<file path="src/rtl/srff_bank_arbiter.sv">
// srff_bank_arbiter: round-robin arbiter sharing one bank of SR storage bits
//   i.e. NREQ requesters each issue set/reset commands to a shared NBITS bank.
// Ports:
//   clk   - clock, all state updates on posedge
//   rst_n - asynchronous active-low reset
//   req   - per-requester level request, held until granted
//   s, r  - per-requester set / reset command (set wins when both high)
//   addr  - per-requester bit index, requester i at addr[i*AW +: AW]
//   gnt   - one-hot grant, pulses for the cycle the command is applied
//   q     - bank state, qbar its complement
//   busy  - high while a command is being applied
module srff_bank_arbiter #(
  parameter int NREQ  = 4,
  parameter int NBITS = 8,
  parameter int AW    = 3
) (
  input  logic                 clk,
  input  logic                 rst_n,
  input  logic [NREQ-1:0]      req,
  input  logic [NREQ-1:0]      s,
  input  logic [NREQ-1:0]      r,
  input  logic [NREQ*AW-1:0]   addr,
  output logic [NREQ-1:0]      gnt,
  output logic [NBITS-1:0]     q,
  output logic [NBITS-1:0]     qbar,
  output logic                 busy
);
  localparam int PW = $clog2(NREQ);
  typedef enum logic {IDLE, APPLY} state_t;
  state_t           r_state;
  logic [PW-1:0]    r_ptr;
  logic [PW-1:0]    r_win;
  logic             r_s_l;
  logic             r_r_l;
  logic [AW-1:0]    r_addr_l;
  logic [NBITS-1:0] r_q;
  logic [NREQ-1:0]  r_gnt;
  logic             r_busy;
  logic [PW-1:0]    w_win;
  logic [PW-1:0]    w_idx;
  // scan from farthest offset down so the nearest asserted req at/after r_ptr wins
  always_comb begin
    w_win = r_ptr;
    w_idx = r_ptr;
    for (int i = NREQ-1; i >= 0; i--) begin
      w_idx = r_ptr + PW'(i);
      if (req[w_idx]) w_win = w_idx;
    end
  end
  always_ff @(posedge clk or negedge rst_n) begin
    if (!rst_n) begin
      r_state  <= IDLE;
      r_ptr    <= '0;
      r_win    <= '0;
      r_s_l    <= 1'b0;
      r_r_l    <= 1'b0;
      r_addr_l <= '0;
      r_q      <= '0;
      r_gnt    <= '0;
      r_busy   <= 1'b0;
    end else if (r_state == IDLE) begin
      if (|req) begin
        r_state  <= APPLY;
        r_win    <= w_win;
        r_s_l    <= s[w_win];
        r_r_l    <= r[w_win];
        r_addr_l <= addr[int'(w_win)*AW +: AW];
        r_gnt    <= {{(NREQ-1){1'b0}}, 1'b1} << w_win;
        r_busy   <= 1'b1;
      end
    end else begin
      // set has priority; neither command leaves the bit held
      if (r_s_l | r_r_l) r_q[r_addr_l] <= r_s_l;
      r_ptr   <= r_win + PW'(1);
      r_gnt   <= '0;
      r_busy  <= 1'b0;
      r_state <= IDLE;
    end
  end
  assign gnt  = r_gnt;
  assign busy = r_busy;
  assign q    = r_q;
  assign qbar = ~r_q;
endmodule

</file>
<file path="config.mk">
export PLATFORM = sky130hd
export DESIGN_NAME = srff_bank_arbiter
export DESIGN_NICKNAME = d
export VERILOG_FILES = /design/src/rtl/srff_bank_arbiter.sv
export SDC_FILE = /design/constraint.sdc
export NUM_CORES = 1
export LEC_CHECK = 0
export ABC_CLOCK_PERIOD_IN_PS = 2200
export BUFFER_PORTS_ARGS = -buffer_cell sky130_fd_sc_hd__buf_2
export CORE_MARGIN = 2
export CORE_UTILIZATION = 30
export CTS_CLUSTER_DIAMETER = 150
export DETAILED_ROUTE_END_ITERATION = 7
export GPL_ROUTABILITY_DRIVEN = 0
export PLACE_DENSITY = 0.53
export SETUP_SLACK_MARGIN = 0.5
export SYNTH_ARGS = -nofsm -noshare
export SYNTH_HDL_FRONTEND = slang
export SYNTH_SLANG_ARGS = --single-unit
</file>
<file path="constraint.sdc">
create_clock -name clk -period 2.2 [get_ports clk]
set_clock_uncertainty 0.2 [all_clocks]
set_input_delay 0.44 -clock clk [delete_from_list [all_inputs] [get_ports clk]]
set_output_delay 0.44 -clock clk [all_outputs]
set_load 0.005 [all_outputs]
</file>
# == Yosys cells after proc, flatten, opt, wreduce, memory -nomap -nowiden ==
# Index checks and enable logic that the tools add are counted.
# totals
register_bits,23
inputBits,26
# classes
addsub,4
n_mul,1
n_lt_le_gt_ge,7
n_shift,2
mux,25
bitwise,3
reduce_logical,5
# ops
operator,count
$lt 2x3->1 const B,5
$bmux 1 s2,6
$shiftx 12x5->3,1
$mux 1,11
$bwmux 8,1
$mux 2,4
$mux 4,2
$not 8->8,1
$add 2x1->2 const B,2
$add 2x2->2 const B,2
$lt 3x4->1 const B,1
$mul 2x2->4 const B,1
$reduce_and 2->1,2
$reduce_or 4->1,1
$shl 1x2->4 const A,1
$demux 1 s3,1
$ge 3x1->1 const B,1
$reduce_bool 2->1,1
$logic_and 1x1->1,1
$not 1->1,1
$or 1x1->1,1

# == Longest topological paths before layout ==
# Gate-level depths: netlist (run 1).
# depth
depth_word,10
mapped_depth,6
depth_no_buf,6

# == Worst setup path before layout (run 1) ==
# OpenSTA, ideal clock, no wires.
# synth_path
path_type,input -> register
from,input req[1]
to,register r_addr_l[0]
t_arrival_ps,1514
required_time_ps,1906
slack_ps,392
path_stages,6
path_cell_list,or4_4 -> nand2b_4 -> inv_2 -> o211ai_2 -> a211oi_1 -> a211oi_1
# synth_between
elab_chain_cells,8
elab_cells_between_ends,16
classes_between,mul (1); shift (1); mux (12); reduce/logical (2)
# synth_rtl
item,line_no,text
start: declaration,19,"input logic [NREQ-1:0] req,"
$bmux 1 s2,47,if (req[w_idx]) w_win = w_idx;
$mux 1 (not written as such),47,
$mux 2 (4 in a row),47,
$mul 2x2->4,67,r_addr_l <= addr[int'(w_win)*AW +: AW];
$shiftx 12x5->3,67,
end signal: assignment,67,
end: declaration,35,logic [AW-1:0] r_addr_l;
# Several ways; a longest one is shown, not always the timed one. The select of a mux whose other input is x is not followed.
# A chain may end at the register's enable or synchronous reset.

# == Worst setup path in the final report (run 1) ==
# layout_path
from,register r_ptr[1]
to,register r_s_l
# layout_between
elab_chain_cells,9
elab_cells_between_ends,17
classes_between,add/sub (3); mux (14)
# layout_rtl
item,line_no,text
start: declaration,31,logic [PW-1:0] r_ptr;
start signal: assignment,74,r_ptr <= r_win + PW'(1);
$add 2x2->2,46,w_idx = r_ptr + PW'(i);
$bmux 1 s2,47,
$mux 1 (not written as such),47,
$mux 2 (3 in a row),47,
$mux 2 *,47,
$bmux 1 s2 *,65,r_s_l <= s[w_win];
$mux 1 (not written as such) *,65,
end signal: assignment,65,
end: declaration,33,logic r_s_l;
# Every way passes the cells marked *; elsewhere a longest branch is shown, timed or not. The select of a mux whose other input is x is not followed.

==> impl_metrics.tcl, run 1 <==
set metrics [dict create \
    status "finished, final reports clean" \
    syn_nets 155 \
    cpLargestDelayFamily "compound AO/OA/AOI/OAI gates" \
    rsz0062_at_grt "yes" \
    critPathMaxFanout 8 \
    synthDistinctLibCells 33 \
    hold_viol 0 \
    synth_most_common_cell "dfrtp_1" \
    slew_violations 0 \
    die_height_um 68.0 \
    stdcell_area_mm2 0.00171 \
    start_util 0.309 \
    port_buffers 46 \
    num_antenna_cells 0 \
    num_io_pins 47 \
    drtAntennaViolNets 0 \
    vias_per_cell 4.76 \
    cpMaxStageDelayCell "dfrtp_2" \
    wl_per_cell_um 12.6 \
    startpoint_type "flop" \
    cts_tree "yes" \
    clk_latency_ns 0.26 \
    num-nets-final 214 \
    path_buf_inv 0 \
    cp_cell_sequence "a21boi_1 -> o21bai_4 -> nand3_2 -> a211oi_1 -> a211oi_1" \
    p_leak_nw 0.812 \
    fin_crit_ns 1.78 \
    final_util 0.431 \
    yosysSeqAreaShare 0.468 \
    hold_ws_ns 0.303 \
    yosys-top-cells-area "dfrtp_1 47%, a211oi_1 6.1%, nor2_1 5.2%, mux2_2 4.6%, mux2i_1 4.1%" \
    setup_tns_ns 0 \
    cts_sinks 23 \
    synth_top_area_frac 0.468 \
    wl_met2_um 1470 \
    dieArea_mm2 0.00462 \
    fin_crit_sh 0.809 \
    setup_viol 0 \
    ir_drop_uv 406 \
    timing.critical_path.mode_cell "a211oi_1" \
    required_ns 2.13 \
    grt.total_usage 0.133 \
    tightest_slew_ns 0.513 \
    critical_path.max_stage_delay_ns 0.45 \
    clk_pin_slew_ns 0.08 \
    cp_data_arrival_time_ns 1.71 \
    cp-end-kind "flop" \
    dp_cells 224 \
    ys_seq_elements 23 \
    die_w_um 68.0 \
    cts_root_buffer "clkbuf_8" \
    met3_length_um 154 \
    final_layout_size_suffix_gt1_frac 0.455 \
    dp_hpwl_um 2200 \
    fillers 393 \
    rows 23 \
    drt_pass1_iterations 4 \
    synthCells 129 \
    syn-cell-area_mm2 0.00123 \
    grt_max_degree 24 \
    synthArstFlopShare 1.00 \
    hp-class "reg -> reg" \
    grt_pass1_wl_um 4660 \
    drt-met1-wl_um 1330 \
    antenna_found_initial 0 \
    ys.flop_type "dfrtp_1" \
    syn_avg_cell_area_um2 9.52 \
    synth_warnings 0 \
    drv_cap 0 \
    grt_pass1_vias 1048 \
    synth_edf_count 0 \
    dpl_cell_area_mm2 0.00154 \
    clockBufferDepth 2 \
    relSlewSlack 0.658 \
    drc_errors 0 \
    top_layer_used "met4" \
    drt_iter0_drc 20 \
    synth.largest_area_cell "dfrtp_1" \
    route.vias.total 1127 \
    fmax_mhz 562 \
    crit_type "reg -> reg" \
    p_per_area_mw_per_mm2 1140 \
    cts_buffers 3 \
    ctsHtreeMaxLevel 1 \
    synth_common_cells "23 x dfrtp_1, 17 x nor2_1, 10 x a211oi_1, 10 x nand2_1, 9 x inv_1" \
    syn_to_final_growth_pct 39.3 \
    fin_cells 237 \
    overflow 0 \
    coreArea_mm2 0.00397 \
    routed_wl_um 2980 \
]
## logic make-up after synthesis
group / share of synthesized area
AO/OA/AOI/OAI: 0.178
XOR/XNOR: 0.00713
buffers and inverters: 0.0428
flip-flops: 0.468
multiplexers: 0.0866
AND/OR/NAND/NOR: 0.217
## cell type report
type,count,area (µm²),share of cell area
Tap cell,50,62.6,0.0365
Inverter,10,40.0,0.0234
Multi-Input combinational cell,94,671,0.392
Clock buffer,3,41.3,0.0241
Sequential cell,23,581,0.339
Timing Repair Buffer,56,312,0.182
Clock inverter,1,5.00,0.00292
## routing by layer
metal,global-route usage,up-vias
li1,-,576
met1,0.172,514
met2,0.227,35
met3,0.0164,2
met4,0.0450,0
met5,0,-
## sequential cells by signal, indices dropped and copies added, names as in the netlist
signal	flops
r_addr_l	3
busy	1
r_s_l	1
r_win	2
gnt	4
r_r_l	1
r_ptr	2
r_state	1
q	8
## final timing paths
check	cells after the start	start	endpoint	slack (ns)
max in group asynchronous	2	rst_n	r_s_l$_DFFE_PN0P_	0.94
min	1	r_win[0]$_DFFE_PN0P_	r_ptr[0]$_DFFE_PN0P_	0.30
min in group asynchronous	2	rst_n	gnt[1]$_DFFE_PN0P_	0.48
max	5	r_ptr[1]$_DFFE_PN0P_	r_s_l$_DFFE_PN0P_	0.42
min reg2reg	1	r_win[0]$_DFFE_PN0P_	r_ptr[0]$_DFFE_PN0P_	0.30
max reg2reg	5	r_ptr[1]$_DFFE_PN0P_	r_s_l$_DFFE_PN0P_	0.42
## worst register-to-register path: cells and delay by family (launching register included)
family          cells  cell delay, ns
simple gates        1            0.22
flops               1            0.45
compound gates      4            0.78
## power by group
group | internal, mW | leakage, nW | switching, mW
Sequential | 0.610 | 0.271 | 0.150
Clock | 0.126 | 0.0255 | 0.131
Combinational | 0.475 | 0.515 | 0.465
## cells in the final DEF (no fill, tap or decap), types with 2 or more instances in the layout
cell type  netlist  layout
clkbuf_8         0       3
nand2_1         10      10
a21oi_1          6       6
a211oi_2         0       2
mux2_2           5       5
nor2b_2          1       2
nand3_1          3       2
dfrtp_2          0       4
nand2b_1         2       2
or3_1            3       3
a211oi_1        10       8
inv_1            9       8
buf_2            0      46
dfrtp_1         23      19
o21ai_0          6       5
nor3_1           2       2
a21o_1           2       2
nor2_1          17      17
o21ai_2          2       2
buf_4            1       8
mux2i_1          5       5
and4_1           5       5
## metrics by stage
step | setup WS, ns | power [mW]
floorplan | 0.457 | 1.26
global placement | 0.165 | 1.55
detailed placement | 0.107 | 1.58
CTS | 0.458 | 1.91
global route | 0.362 | 2.13
finish | 0.420 | 1.96
## what timing repair did
item | 4_1_cts | 5_1_grt
hold buffers | 1 | 0
endpoints found under the hold margin | 23 | 0
gates cloned | 0 | 1
endpoints found under the setup margin | 11 | 15
setup buffers | 5 | 2
pin swaps | 7 | 3
gates resized for setup | 8 | 8
No activity file was read; power rests on OpenSTA's default activity.
==> run 2: changes to the inputs <==
Settings changed: ABC_AREA from default to 1, ABC_CLOCK_PERIOD_IN_PS 2200 to 1450, PLACE_DENSITY 0.53 to 0.54.
Clock period 2.2 ns to 1.45 ns, I/O delays scaled along.
==> impl_metrics.tcl, run 2 <==
set metrics [dict create \
    slew_violations 0 \
    ir_drop_uv 1010 \
    grt_max_degree 24 \
    path_buf_inv 2 \
    yosysSeqAreaShare 0.410 \
    setup_viol 11 \
    antenna_found_initial 0 \
    yosys-top-cells-area "dfrtp_1 41%, nand2_1 20%, inv_1 9.4%, nand3_1 8.6%, a31oi_1 3.6%" \
    clk_latency_ns 0.27 \
    hold_ws_ns -0.218 \
    synth_warnings 0 \
    cpMaxStageDelayCell "dfrtp_2" \
    syn-cell-area_mm2 0.00140 \
    fin_ws_ns -0.454 \
    grt.total_usage 0.150 \
    synthArstFlopShare 1.00 \
    status "complete, but fails checks" \
    failed_checks "negative hold slack, negative setup slack" \
    fin_crit_sh 1.31 \
    cp_cell_sequence "inv_2 -> nand2_1 -> nand2_2 -> nand2_1 -> nand2_1 -> nand2_2 -> nand2_4 -> nand2_4 -> nand2_4 -> nand2_2 -> buf_4 -> o31ai_2" \
    cpLargestDelayFamily "simple AND/OR/NAND/NOR gates" \
    worst-r2r-cell-count 12 \
    ys_seq_elements 23 \
    layout_common_cells "65 x nand2_1, 43 x buf_2, 31 x inv_1" \
    synth_most_common_cell "nand2_1" \
    reg2reg_from "r_ptr[0]$_DFFE_PN0P_" \
    ys.flop_type "dfrtp_1" \
    clockBufferDepth 2 \
    num_antenna_cells 0 \
    tightest_slew_ns 0.517 \
    muxShareOfSynthArea 0 \
    die_w_um 72.4 \
    grt_pass1_vias 1426 \
    p_leak_nw 1.24 \
    synth-xor-area-share 0.00624 \
    synth_fa_ha_area_frac 0 \
    critPathMaxFanout 7 \
    drtAntennaViolNets 0 \
    yosys.area_share.simple 0.356 \
    fillers 441 \
    syn_nets 232 \
    drt_iter0_drc 54 \
    synthDistinctLibCells 21 \
    ctsHtreeMaxLevel 1 \
    syn_to_final_growth_pct 59.7 \
    synth_compound_area_frac 0.112 \
    vias_per_cell 4.46 \
    largest_reg_flops 8 \
    startpoint_type "flop" \
    required_ns 1.43 \
    drt_pass1_iterations 4 \
    syn_avg_cell_area_um2 6.81 \
    route.vias.total 1518 \
    dieArea_mm2 0.00524 \
    crit_path_start "r_ptr[0]$_DFFE_PN0P_" \
    cts_buffers 3 \
    clk_pin_slew_ns 0.09 \
    cts_root_buffer "clkbuf_8" \
    fin_crit_ns 1.90 \
    coreArea_mm2 0.00441 \
    cts_tree "yes" \
    grt_pass1_wl_um 6310 \
    r2r_end "gnt[3]$_DFFE_PN0P_" \
    dp_hpwl_um 2680 \
    cp_data_arrival_time_ns 1.88 \
    drv_cap 0 \
    critical_path.max_stage_delay_ns 0.45 \
    final_layout_size_suffix_gt1_frac 0.465 \
    synthCells 206 \
    fmax_mhz 525 \
    synth_top_area_frac 0.410 \
    final_util 0.507 \
    rsz0062_at_grt "yes" \
    routed_wl_um 3770 \
    rows 24 \
    hp-class "in -> async" \
    num_io_pins 47 \
    relSlewSlack 0.656 \
    hold_viol 23 \
    start_util 0.318 \
    final_common_cell "nand2_1" \
    synth_top_family_by_area "simple AND/OR/NAND/NOR gates" \
    synth_common_cells "76 x nand2_1, 35 x inv_1, 24 x nand3_1" \
    synth_edf_count 0 \
    p_per_area_mw_per_mm2 2370 \
    num-nets-final 315 \
    synth.largest_area_cell "dfrtp_1" \
    drc_errors 0 \
    worstSetupPathDepth 12 \
    die_height_um 72.4 \
    cts_sinks 23 \
    crit_path_end "gnt[3]$_DFFE_PN0P_" \
    cp-end-kind "flop" \
    wl_per_cell_um 11.1 \
    overflow 0 \
    crit_type "reg -> reg" \
    port_buffers 46 \
    rrSetupSlack_ns -0.45 \
]
run 2: cell count changes in the layout (fill, tap and decap cells not counted), sizes merged, moves of 8 or more:
cell / delta
nand3: +22
buf: +24
a211oi: -10
inv: +26
a31oi: +8
nor2: -10
nand2: +72
run 2: how the worst min path moves through the flow:
| stage | endpoint | slack [ns] | from | depth (start not counted) |
|---|---|---|---|---|
| 6_report | q[7]$_DFFE_PN0P_ | -0.22 | rst_n | 1 |
| 3_5_place_dp | q[7]$_DFFE_PN0P_ | 0.1 | rst_n | 1 |
| 5_1_grt | q[7]$_DFFE_PN0P_ | -0.18 | rst_n | 1 |
| 3_3_place_gp | q[7]$_DFFE_PN0P_ | 0.1 | rst_n | 1 |
| 2_1_floorplan | busy$_DFFE_PN0P_ | -0.21 | rst_n | 0 |
| 4_1_cts | q[7]$_DFFE_PN0P_ | -0.20 | rst_n | 1 |
run 2: per-layer routing:
| layer | wire (µm) | track usage | up-vias |
|---|---|---|---|
| met4 | 24 | 0.0247 | 0 |
| met1 | 1780 | 0.204 | 667 |
| met5 | 0 | 0 | - |
| li1 | - | - | 819 |
| met3 | 127 | 0.0208 | 2 |
| met2 | 1840 | 0.259 | 30 |
run 2: where the power goes:
group | leakage (nW) | internal, mW | switching, mW
clock | 0.0255 | 0.192 | 0.218
combinational | 0.941 | 1.63 | 2.06
sequential | 0.278 | 0.935 | 0.271
total | 1.24 | 2.75 | 2.55
run 2: logic make-up after synthesis:
group / after synthesis
AO/OA/AOI/OAI: 27
XOR/XNOR: 1
buffers and inverters: 39
flip-flops: 23
AND/OR/NAND/NOR: 116
run 2: what timing repair did:
| action | 4_1_cts | 5_1_grt |
|---|---|---|
| gates cloned | 2 | 0 |
| buffers inserted | 12 | 4 |
| endpoints found under the setup margin | 44 | 44 |
| gates resized for setup | 41 | 15 |
| endpoints found under the hold margin | 23 | 23 |
| pin swaps | 10 | 5 |
run 2: worst reg2reg max path, stage by stage (launching register included):
cell and delay [ns]:
dfrtp_2 0.45, inv_2 0.11, nand2_1 0.07, nand2_2 0.10, nand2_1 0.07, nand2_1 0.08
nand2_2 0.07, nand2_4 0.11, nand2_4 0.09, nand2_4 0.10, nand2_2 0.06, buf_4 0.13
o31ai_2 0.17
run 2: final cells by class:
cell class	count	area [µm²]	area share
Inverter	37	144	0.0642
Tap cell	52	65.1	0.0291
Timing Repair Buffer	79	538	0.240
Clock buffer	3	41.3	0.0184
Multi-Input combinational cell	145	868	0.388
Sequential cell	23	578	0.258
Clock inverter	1	5.00	0.00223
run 2: through the flow:
step / instances / TNS [ns] / total power, mW / area (µm²) / setup slack, ns
floorplan: 206 / -2.46 / 3.11 / 1470 / -0.283
global placement: 318 / -4.80 / 4.07 / 1870 / -0.493
detailed placement: 318 / -5.01 / 4.06 / 1870 / -0.491
CTS: 336 / -4.25 / 5.18 / 2160 / -0.450
global route: 340 / -5.61 / 5.78 / 2240 / -0.590
finish: 340 / -4.27 / 5.30 / 2240 / -0.454
==> run 3: changes to the inputs <==
Settings changed: CORE_MARGIN 2 to default.
==> impl_metrics.tcl, run 3 (synthesis results as in run 2) <==
set metrics [dict create \
    cts_sinks 23 \
    cts_root_buffer "clkbuf_8" \
    relSlewSlack 0.658 \
    required_ns 1.41 \
    hp-class "in -> async" \
    pwr-share-seq 0.211 \
    drt_iter0_drc 50 \
    grt_pass1_vias 1376 \
    largest_reg_flops 8 \
    p_sw_mw 2.80 \
    grt_max_degree 24 \
    drt_pass1_iterations 4 \
    ctsHtreeMaxLevel 1 \
    die_height_um 70.4 \
    critPathMaxFanout 5 \
    dp_hpwl_um 2660 \
    cpMaxStageDelayCell "dfrtp_2" \
    cp-end-kind "flop" \
    wl_per_cell_um 11.5 \
    clk_pin_slew_ns 0.08 \
    num-nets-final 314 \
    status "complete, but fails checks" \
    start_util 0.318 \
    dieArea_mm2 0.00495 \
    vias_per_cell 4.67 \
    die_w_um 70.4 \
    slew_violations 0 \
    timing.critical_path.mode_cell "nand2_1" \
    netSwitchingFraction 0.488 \
    fin_crit_sh 1.36 \
    hold_viol 23 \
    cts_buffers 3 \
    rows 24 \
    ir_drop_uv 1130 \
    power.total_mw 5.72 \
    layout_common_cells "56 x nand2_1, 44 x buf_2, 31 x inv_1" \
    tightest_slew_ns 0.512 \
    coreArea_mm2 0.00441 \
    route.vias.total 1583 \
    final_common_cell "nand2_1" \
    clkPwrFrac 0.069 \
    drc_errors 0 \
    num_antenna_cells 0 \
    hold_ws_ns -0.213 \
    clockBufferDepth 2 \
    path_buf_inv 2 \
    cpLargestDelayFamily "simple AND/OR/NAND/NOR gates" \
    crit_type "reg -> reg" \
    fillers 440 \
    failed_checks "negative hold slack, negative setup slack" \
    drtAntennaViolNets 0 \
    drv_cap 0 \
    fin_crit_ns 1.97 \
    cp_data_arrival_time_ns 1.93 \
    num_io_pins 47 \
    combPwrFrac 0.720 \
    cp_cell_sequence "buf_6 -> o21ai_4 -> nand2_1 -> nand2_2 -> inv_2 -> nand2_4 -> nand3_4 -> nand3_1 -> nand2_1 -> nand2_1 -> nand2_1 -> nand2_1 -> nand2_1" \
    fin_ws_ns -0.520 \
    final_layout_size_suffix_gt1_frac 0.484 \
    setup_viol 11 \
    antenna_found_initial 0 \
    fmax_mhz 508 \
    cts_tree "yes" \
    port_buffers 46 \
    power.internal_mw 2.93 \
    clk_latency_ns 0.26 \
    startpoint_type "flop" \
    critical_path.max_stage_delay_ns 0.45 \
    rsz0062_at_grt "yes" \
    syn_to_final_growth_pct 63.4 \
    overflow 0 \
    grt_pass1_wl_um 6070 \
    p_leak_nw 1.25 \
    grt.total_usage 0.153 \
    routed_wl_um 3910 \
    p_per_area_mw_per_mm2 2500 \
]
==> run 3: cell count changes in the layout (fill, tap and decap cells not counted), moves of 4 or more <==
cell / change
nand2_1: -9
nand2_2: +6
a21oi_1: +4
a21oi_2: -4
==> run 3: area by class of cell <==
type	instances	area, µm²	share of cell area
timing repair buffer	77	513	0.224
sequential	23	578	0.252
multi-input combinational	146	945	0.412
tap	52	65.1	0.0284
inverter	37	146	0.0639
clock buffer	4	45.0	0.0197
==> run 3: what timing repair did <==
item | CTS | global route
gates resized for setup | 41 | 24
hold endpoints to repair | 23 | 23
pin swaps | 11 | 5
setup endpoints to repair | 44 | 44
buffers inserted | 8 | 8
cloned | 1 | 1
==> run 3: layer usage <==
layer,up-vias,global-route usage,wire [µm]
met5,-,0,0
met4,0,0.0467,53
met3,6,0.0130,77
met2,36,0.253,1930
met1,723,0.211,1850
li1,818,-,-
==> run 3: worst paths after layout <==
kind / from / end / slack (ns) / cells past startpoint
max reg2reg: r_ptr[0]$_DFFE_PN0P_ / r_addr_l[0]$_DFFE_PN0P_ / -0.52 / 13
max in group asynchronous: rst_n / r_ptr[1]$_DFFE_PN0P_ / 0.89 / 1
min: rst_n / q[7]$_DFFE_PN0P_ / -0.21 / 1
min in group clk: addr[3] / r_addr_l[0]$_DFFE_PN0P_ / 0.22 / 7
max: r_ptr[0]$_DFFE_PN0P_ / r_addr_l[0]$_DFFE_PN0P_ / -0.52 / 13
min reg2reg: r_win[1]$_DFFE_PN0P_ / r_win[1]$_DFFE_PN0P_ / 0.31 / 1
==> run 3: power groups by stage <==
stage,logic (mW),registers [mW],clock network [mW]
6_report,4.12,1.21,0.397
5_1_grt,4.53,1.24,0.425
4_1_cts,3.51,1.20,0.412
3_5_place_dp,2.85,1.19,0
3_3_place_gp,2.85,1.18,0
2_1_floorplan,1.95,1.16,0
==> run 3: through the flow <==
stage          std cells   util  TNS [ns]  setup WS (ns)  instance area (µm²)
3_3_place_gp         317  0.421     -4.74         -0.479                 1860
6_report             339  0.519     -5.14         -0.520                 2290
2_1_floorplan        206      -     -2.46         -0.283                 1470
5_1_grt              339  0.519     -6.22         -0.630                 2290
4_1_cts              330  0.481     -4.41         -0.450                 2120
3_5_place_dp         317  0.421     -4.83         -0.478                 1860
